==> src/rtl/ma_brk_ctl_if.sv <==
// Bus bundle for the multi-channel data-break controller: the peripheral
// request side plus the shared memory port. Vectors are big-endian (bit 0 is
// the MSB); channel i occupies addr[i*AW +: AW] and wdata[i*DW +: DW].
interface ma_brk_ctl_if #(
  parameter int NCH = 2,
  parameter int AW  = 15,
  parameter int DW  = 12
);

  // Peripheral side
  logic               break_ok;
  logic [0:NCH-1]     req;
  logic [0:NCH-1]     wr;
  logic [0:NCH*AW-1]  addr;
  logic [0:NCH*DW-1]  wdata;
  logic [0:NCH-1]     gnt;
  logic [0:NCH-1]     done;
  logic [0:NCH-1]     ovf;
  logic [0:DW-1]      rdata;
  logic               brk_active;

  // Memory port side
  logic [0:AW-1]      mem_addr;
  logic [0:DW-1]      mem_wdata;
  logic               mem_we;
  logic [0:DW-1]      mem_rdata;

  // Controller view
  modport master (
    input  break_ok, req, wr, addr, wdata, mem_rdata,
    output gnt, done, ovf, rdata, brk_active, mem_addr, mem_wdata, mem_we
  );

  // Environment view (peripherals, CPU hold logic and memory)
  modport slave (
    output break_ok, req, wr, addr, wdata, mem_rdata,
    input  gnt, done, ovf, rdata, brk_active, mem_addr, mem_wdata, mem_we
  );

endinterface

==> src/rtl/ma_brk_ctl.sv <==
// Multi-channel data-break (DMA) controller. Arbitrates round-robin between
// NCH break channels and runs either a single-cycle break (direct data
// address) or a PDP-8 three-cycle break (word count and current address kept
// in field-0 memory, both incremented in place) on the shared memory port.
// The CPU holds off the memory port while brk_active is high.
module ma_brk_ctl #(
  parameter int             NCH     = 2,
  parameter int             AW      = 15,
  parameter int             DW      = 12,
  parameter logic [0:NCH-1] TC_MASK = '0
) (
  input  logic         clk,
  input  logic         reset,
  ma_brk_ctl_if.master bus
);

  // Word address width inside a field; the remaining high bits are the field.
  localparam int WAW = 12;
  localparam int FW  = AW - WAW;
  localparam int PW  = (NCH > 1) ? $clog2(NCH) : 1;

  localparam logic [3:0] ST_IDLE = 4'd0;
  localparam logic [3:0] ST_WC0  = 4'd1;
  localparam logic [3:0] ST_WC1  = 4'd2;
  localparam logic [3:0] ST_WC2  = 4'd3;
  localparam logic [3:0] ST_CA0  = 4'd4;
  localparam logic [3:0] ST_CA1  = 4'd5;
  localparam logic [3:0] ST_CA2  = 4'd6;
  localparam logic [3:0] ST_DA   = 4'd7;
  localparam logic [3:0] ST_DW   = 4'd8;
  localparam logic [3:0] ST_DR   = 4'd9;

  logic [3:0]      state;
  logic [PW-1:0]   rr_ptr;
  logic [PW-1:0]   win_ch;
  logic            lat_wr;
  logic [0:FW-1]   lat_field;
  logic [0:WAW-1]  lat_ptr;
  logic [0:DW-1]   lat_wdata;
  logic            ovf_flag;

  logic [0:NCH-1]  gnt_q;
  logic [0:NCH-1]  done_q;
  logic [0:NCH-1]  ovf_q;
  logic [0:DW-1]   rdata_q;
  logic            brk_q;
  logic [0:AW-1]   mem_addr_q;

  logic            mem_we_c;
  logic [0:DW-1]   mem_wdata_c;

  logic            arb_found;
  logic [PW-1:0]   arb_ch;
  logic            sel_wr;
  logic [0:AW-1]   sel_addr;
  logic [0:DW-1]   sel_wdata;

  logic [0:WAW-1]  ptr_inc;
  logic [0:DW-1]   rdata_inc;
  logic [0:WAW-1]  ca_next;

  // Channel number 'offset' places after 'base', wrapping modulo NCH.
  function automatic logic [PW-1:0] chan_at(input logic [PW-1:0] base, input int offset);
    int sum;
    sum = (int'(base) + offset) % NCH;
    return PW'(sum);
  endfunction

  // One-hot channel vector, bit 0 = channel 0.
  function automatic logic [0:NCH-1] onehot(input logic [PW-1:0] ch);
    logic [0:NCH-1] r;
    r = '0;
    for (int k = 0; k < NCH; k++) begin
      if (PW'(k) == ch) begin
        r[k] = 1'b1;
      end
    end
    return r;
  endfunction

  // All increments are 12-bit modulo; the field never takes a carry.
  assign ptr_inc   = lat_ptr + WAW'(1);
  assign rdata_inc = bus.mem_rdata + DW'(1);
  assign ca_next   = WAW'(rdata_inc);

  // Round-robin search: first requester at or after rr_ptr, wrapping.
  always_comb begin
    arb_found = 1'b0;
    arb_ch    = '0;
    for (int k = 0; k < NCH; k++) begin
      if (!arb_found && bus.req[chan_at(rr_ptr, k)]) begin
        arb_found = 1'b1;
        arb_ch    = chan_at(rr_ptr, k);
      end
    end
  end

  // Pick out the winning channel's direction, address and write data.
  always_comb begin
    sel_wr    = 1'b0;
    sel_addr  = '0;
    sel_wdata = '0;
    for (int k = 0; k < NCH; k++) begin
      if (PW'(k) == arb_ch) begin
        sel_wr    = bus.wr[k];
        sel_addr  = bus.addr[k*AW +: AW];
        sel_wdata = bus.wdata[k*DW +: DW];
      end
    end
  end

  // Memory write strobe and data follow the current state directly, so a
  // reset removes them at once; IDLE and the wait states never write.
  always_comb begin
    mem_we_c    = 1'b0;
    mem_wdata_c = '0;
    case (state)
      ST_WC2, ST_CA2: begin
        mem_we_c    = 1'b1;
        mem_wdata_c = rdata_inc;
      end
      ST_DA: begin
        if (lat_wr) begin
          mem_we_c    = 1'b1;
          mem_wdata_c = lat_wdata;
        end
      end
      default: begin
        mem_we_c    = 1'b0;
        mem_wdata_c = '0;
      end
    endcase
  end

  // Break sequencer: arbitration, request latching, address generation and
  // grant ownership. mem_addr is registered and held for the whole
  // address/wait/use triple so the synchronous memory returns matching data.
  always_ff @(posedge clk or negedge reset) begin
    if (!reset) begin
      state      <= ST_IDLE;
      rr_ptr     <= '0;
      win_ch     <= '0;
      lat_wr     <= 1'b0;
      lat_field  <= '0;
      lat_ptr    <= '0;
      lat_wdata  <= '0;
      ovf_flag   <= 1'b0;
      gnt_q      <= '0;
      brk_q      <= 1'b0;
      mem_addr_q <= '0;
    end else begin
      case (state)
        ST_IDLE: begin
          if (bus.break_ok && arb_found) begin
            win_ch    <= arb_ch;
            rr_ptr    <= chan_at(arb_ch, 1);
            lat_wr    <= sel_wr;
            lat_field <= sel_addr[0:FW-1];
            lat_ptr   <= sel_addr[FW:AW-1];
            lat_wdata <= sel_wdata;
            ovf_flag  <= 1'b0;
            gnt_q     <= onehot(arb_ch);
            brk_q     <= 1'b1;
            if (TC_MASK[arb_ch]) begin
              state      <= ST_WC0;
              mem_addr_q <= {FW'(0), sel_addr[FW:AW-1]};
            end else begin
              state      <= ST_DA;
              mem_addr_q <= sel_addr;
            end
          end
        end
        ST_WC0: state <= ST_WC1;
        ST_WC1: state <= ST_WC2;
        ST_WC2: begin
          ovf_flag   <= (rdata_inc == '0);
          mem_addr_q <= {FW'(0), ptr_inc};
          state      <= ST_CA0;
        end
        ST_CA0: state <= ST_CA1;
        ST_CA1: state <= ST_CA2;
        ST_CA2: begin
          mem_addr_q <= {lat_field, ca_next};
          state      <= ST_DA;
        end
        ST_DA:  state <= ST_DW;
        ST_DW:  state <= ST_DR;
        ST_DR: begin
          gnt_q      <= '0;
          brk_q      <= 1'b0;
          mem_addr_q <= '0;
          state      <= ST_IDLE;
        end
        default: begin
          gnt_q      <= '0;
          brk_q      <= 1'b0;
          mem_addr_q <= '0;
          state      <= ST_IDLE;
        end
      endcase
    end
  end

  // Completion: one-cycle done/ovf pulses and read-data capture on leaving
  // DR; rdata keeps its value until the next read finishes.
  always_ff @(posedge clk or negedge reset) begin
    if (!reset) begin
      done_q  <= '0;
      ovf_q   <= '0;
      rdata_q <= '0;
    end else begin
      done_q <= '0;
      ovf_q  <= '0;
      if (state == ST_DR) begin
        done_q <= onehot(win_ch);
        if (ovf_flag) begin
          ovf_q <= onehot(win_ch);
        end
        if (!lat_wr) begin
          rdata_q <= bus.mem_rdata;
        end
      end
    end
  end

  assign bus.gnt        = gnt_q;
  assign bus.done       = done_q;
  assign bus.ovf        = ovf_q;
  assign bus.rdata      = rdata_q;
  assign bus.brk_active = brk_q;
  assign bus.mem_addr   = mem_addr_q;
  assign bus.mem_wdata  = mem_wdata_c;
  assign bus.mem_we     = mem_we_c;

endmodule

==> src/flat_wrapper.sv <==
// flat-port wrapper written by rule: the top's interface ports become plain ports
module ma_brk_ctl_flat 
#(
  parameter int             NCH     = 2,
  parameter int             AW      = 15,
  parameter int             DW      = 12,
  parameter logic [0:NCH-1] TC_MASK = '0
)
  (clk, reset, bus_break_ok, bus_req, bus_wr, bus_addr, bus_wdata, bus_mem_rdata, bus_gnt, bus_done, bus_ovf, bus_rdata, bus_brk_active, bus_mem_addr, bus_mem_wdata, bus_mem_we);
  ma_brk_ctl_if #(.NCH(NCH), .AW(AW), .DW(DW)) bus_i ();
  input  logic clk;
  input  logic reset;
  input wire logic [$bits(bus_i.break_ok)-1:0] bus_break_ok;
  input wire logic [$bits(bus_i.req)-1:0] bus_req;
  input wire logic [$bits(bus_i.wr)-1:0] bus_wr;
  input wire logic [$bits(bus_i.addr)-1:0] bus_addr;
  input wire logic [$bits(bus_i.wdata)-1:0] bus_wdata;
  input wire logic [$bits(bus_i.mem_rdata)-1:0] bus_mem_rdata;
  output wire logic [$bits(bus_i.gnt)-1:0] bus_gnt;
  output wire logic [$bits(bus_i.done)-1:0] bus_done;
  output wire logic [$bits(bus_i.ovf)-1:0] bus_ovf;
  output wire logic [$bits(bus_i.rdata)-1:0] bus_rdata;
  output wire logic [$bits(bus_i.brk_active)-1:0] bus_brk_active;
  output wire logic [$bits(bus_i.mem_addr)-1:0] bus_mem_addr;
  output wire logic [$bits(bus_i.mem_wdata)-1:0] bus_mem_wdata;
  output wire logic [$bits(bus_i.mem_we)-1:0] bus_mem_we;
  assign bus_i.break_ok = bus_break_ok;
  assign bus_i.req = bus_req;
  assign bus_i.wr = bus_wr;
  assign bus_i.addr = bus_addr;
  assign bus_i.wdata = bus_wdata;
  assign bus_i.mem_rdata = bus_mem_rdata;
  assign bus_gnt = bus_i.gnt;
  assign bus_done = bus_i.done;
  assign bus_ovf = bus_i.ovf;
  assign bus_rdata = bus_i.rdata;
  assign bus_brk_active = bus_i.brk_active;
  assign bus_mem_addr = bus_i.mem_addr;
  assign bus_mem_wdata = bus_i.mem_wdata;
  assign bus_mem_we = bus_i.mem_we;
  ma_brk_ctl #(.NCH(NCH), .AW(AW), .DW(DW), .TC_MASK(TC_MASK)) u_core (.clk(clk), .reset(reset), .bus(bus_i));
endmodule
==> config.mk <==
export PLATFORM = sky130hd
export DESIGN_NAME = ma_brk_ctl_flat
export DESIGN_NICKNAME = d
export VERILOG_FILES = /design/src/rtl/ma_brk_ctl_if.sv /design/src/rtl/ma_brk_ctl.sv /design/src/flat_wrapper.sv
export SDC_FILE = /design/constraint.sdc
export NUM_CORES = 1
export LEC_CHECK = 0
export CORE_MARGIN = 5
export CORE_UTILIZATION = 65
export CTS_BUF_LIST = sky130_fd_sc_hd__clkbuf_8
export CTS_CLUSTER_SIZE = 8
export DETAILED_ROUTE_END_ITERATION = 8
export DONT_BUFFER_PORTS = 1
export HOLD_SLACK_MARGIN = 0.15
export PLACE_DENSITY = 0.91
export SLEW_MARGIN = 20
export SYNTH_ARGS = -nofsm -noshare
export SYNTH_HDL_FRONTEND = slang
export SYNTH_SLANG_ARGS = --single-unit
export TNS_END_PERCENT = 30
==> constraint.sdc <==
create_clock -name clk -period 3.8 [get_ports clk]
set_clock_uncertainty 0.1 [all_clocks]
set_input_delay 0.76 -clock clk [delete_from_list [all_inputs] [get_ports clk]]
set_output_delay 0.76 -clock clk [all_outputs]
set_load 0.01 [all_outputs]
==> out/metrics.cfg <==
[worst_setup_path]
worstPathMaxFanout = 20
crit_path_end_kind = primary output
crit_arrival_ns = 2.35
cp-start-kind = flip-flop
worstPathRequired_ns = 2.94
path_class = reg2out

[sta]
post-route-min-period_ns = 3.21
slew_violations = 0
finalSetupViolCount = 0
hold_viol_final = 0
slew-limit-headroom_pct = 31.4
tns_ns = 0
tightest_slew_ns = 1.03
rsz0062_at_grt = false
layout_worst_path_cycle_share_pct = 84.4
max_freq_mhz = 312

[yosys]
syn_area_mm2 = 0.00390
seq_area_frac_synth_pct = 44.3
synth.distinct_cells = 51
synthFlopType = dfrtp_1
synth_seq_cells = 69
synthTopCellsByArea = dfrtp_1, mux2i_1, nand2_1
yosysTopAreaCellShare_pct = 44.3
syn-num-nets = 470
synth_warnings = 0
synth-edff-count = 0
synth_cells = 394
synth.avg_cell_area_um2 = 9.89
synth.most_common_cell = dfrtp_1
synthArstFlopShare_pct = 100
synth_common_cells = dfrtp_1, nand2_1, mux2i_1
yosysTopAreaCell = dfrtp_1

[layout]
fill_cells = 448
fin_area_mm2 = 0.00407
diodes = 0
area_growth_pct = 4.37
drive_gt1_share_pct = 16.8
fin_nets = 461

[power]
leakage_nw = 1.81
finalPower_w = 0.00306
powerDensity_mw_per_mm2 = 753
irDropWorstVdd_uv = 423

[floorplanning]
dieHeight_um = 87.4
initial_core_util_pct = 66.2
row_count = 28
fp.dieArea_mm2 = 0.00764
io_pins = 120
die_w_um = 87.4
core_mm2 = 0.00589

[detailed_routing]
routedWlPerCell_um = 20.6
avgViaCountPerCell = 6.64
dr.pass1.iters = 5
drtIter0Drc = 314
drc = 0
vias = 3075
ant_nets = 0
routed_wl_um = 9520

[global_route]
antenna_found_initial = 0
grt.total_usage_pct = 25.5
grt_pass1_vias = 2911
grt_max_degree = 70
grt_pass1_wl_um = 15100
grt_overflow = 0

[clock_tree]
htreeDepth = 3
clk_path_buf_depth = 2
root_buffer = clkbuf_8
clk_pin_slew_ns = 0.07
cts_tree = built
clk_latency_ns = 0.33
cts_made_buffers = 9
numClockSinks = 69

[place]
gp_congestion = 0.902
post_dp_cell_area_mm2 = 0.00387
dp_hpwl_um = 6980
portBuffers = 0

[min_path]
worst_hold_path_type = in2async

[outcome]
status = completed

[job]
maxCapViolCount = 0

## routing by layer
layer	track usage (%)	wire length [um]	vias to the layer above
li1	-	-	1398
met1	34.5	3820	1461
met2	39.8	4540	190
met3	5.49	913	26
met4	10.7	241	0
met5	0	0	-
## final cells by class
cell class	instances	area, um^2	area share [%]
clock buffers	11	151	3.72
clock inverters	3	13.8	0.338
inverters	2	7.51	0.185
multi-input cells	296	2000	49.2
flip-flops and latches	69	1730	42.4
well taps	75	93.8	2.31
repair buffers	7	72.6	1.78
## path summary, 6_finish.rpt
kind,from,endpoint,slack [ns],depth (start not counted)
worst min register to register,u_core.lat_field[0]$_DFFE_PN0P_,u_core.lat_field[0]$_DFFE_PN0P_,0.39,2
max in group asynchronous,reset,u_core.lat_wdata[11]$_DFFE_PN0P_,3.09,1
min in group clk,u_core.lat_field[0]$_DFFE_PN0P_,u_core.lat_field[0]$_DFFE_PN0P_,0.39,2
worst max-delay path,u_core.state[3]$_DFFE_PN0P_,bus_mem_wdata[0],0.59,5
worst min-delay path,reset,u_core.bus.mem_addr[14]$_DFFE_PN0P_,0.18,1
worst max register to register,u_core.state[0]$_DFFE_PN0P_,u_core.rr_ptr$_DFFE_PN0P_,1.31,5
## flip-flops by register name, indices dropped and copies added (netlist names)
name and cells:
u_core.bus.brk_active 1, u_core.bus.done 2, u_core.bus.gnt 2, u_core.bus.mem_addr 15
u_core.bus.ovf 2, u_core.bus.rdata 12, u_core.lat_field 3, u_core.lat_ptr 12
u_core.lat_wdata 12, u_core.lat_wr 1, u_core.ovf_flag 1, u_core.rr_ptr 1
u_core.state 4, u_core.win_ch 1
## power by group
part	internal [W]	leakage, nW	switching (W)
sequential	0.00102	0.882	0.000362
combinational	0.000492	0.840	0.000674
clock	0.000261	0.0922	0.000256
## cell usage in the layout (no fill, tap or decap), types with 3 or more instances in the layout
master     instances
a21oi_1            7
a21o_1             4
xnor2_1           15
clkbuf_8          11
o221ai_1           4
dfrtp_1           69
a2bb2oi_1          4
nor3_1            10
inv_1              3
ha_1               3
xor2_1             7
o21a_1             3
and4_1             3
mux2i_1           25
a221o_1            3
nor4_1             3
and3_1             4
o21ai_0           23
o22ai_1            7
nor2_1            18
nand3_1           10
buf_4              6
nand4_1            5
o31ai_1            3
nand2_1           66
o21ai_2           21
a22o_1             4
mux2_2            17
## cells by family after synthesis
kind of cell	Yosys count	share of synthesized area, %
AOI/OAI and AO/OA	95	17.6
xor gates and xnor gates	22	4.94
adders and majority gates	3	0.963
buffers and inverters	29	4.66
DFF	69	44.3
muxes	42	11.3
and+or+nand+nor	134	16.2
## critical path: stages (launching register included)
cell and delay (ns):
dfrtp_1 0.61, nor2b_1 0.33, and3b_1 0.34, nor2_1 0.08
buf_4 0.18, o21ai_0 0.48
## timing repair
action,CTS,global route
hold buffers,1,0
gates resized for setup,0,0
endpoints found under the hold margin,69,0
buffers inserted,0,0
## stage by stage
step	instances	worst slack [ns]	util (%)	hold WS [ns]
6_report	463	0.594	69.1	0.182
3_3_place_gp	448	1.03	65.8	0.360
3_5_place_dp	448	0.974	65.8	0.366
4_1_cts	463	0.618	69.1	0.209
2_1_floorplan	394	1.07	-	0.338
5_1_grt	463	0.396	69.1	0.220
Power figures use the tool's default switching activity.
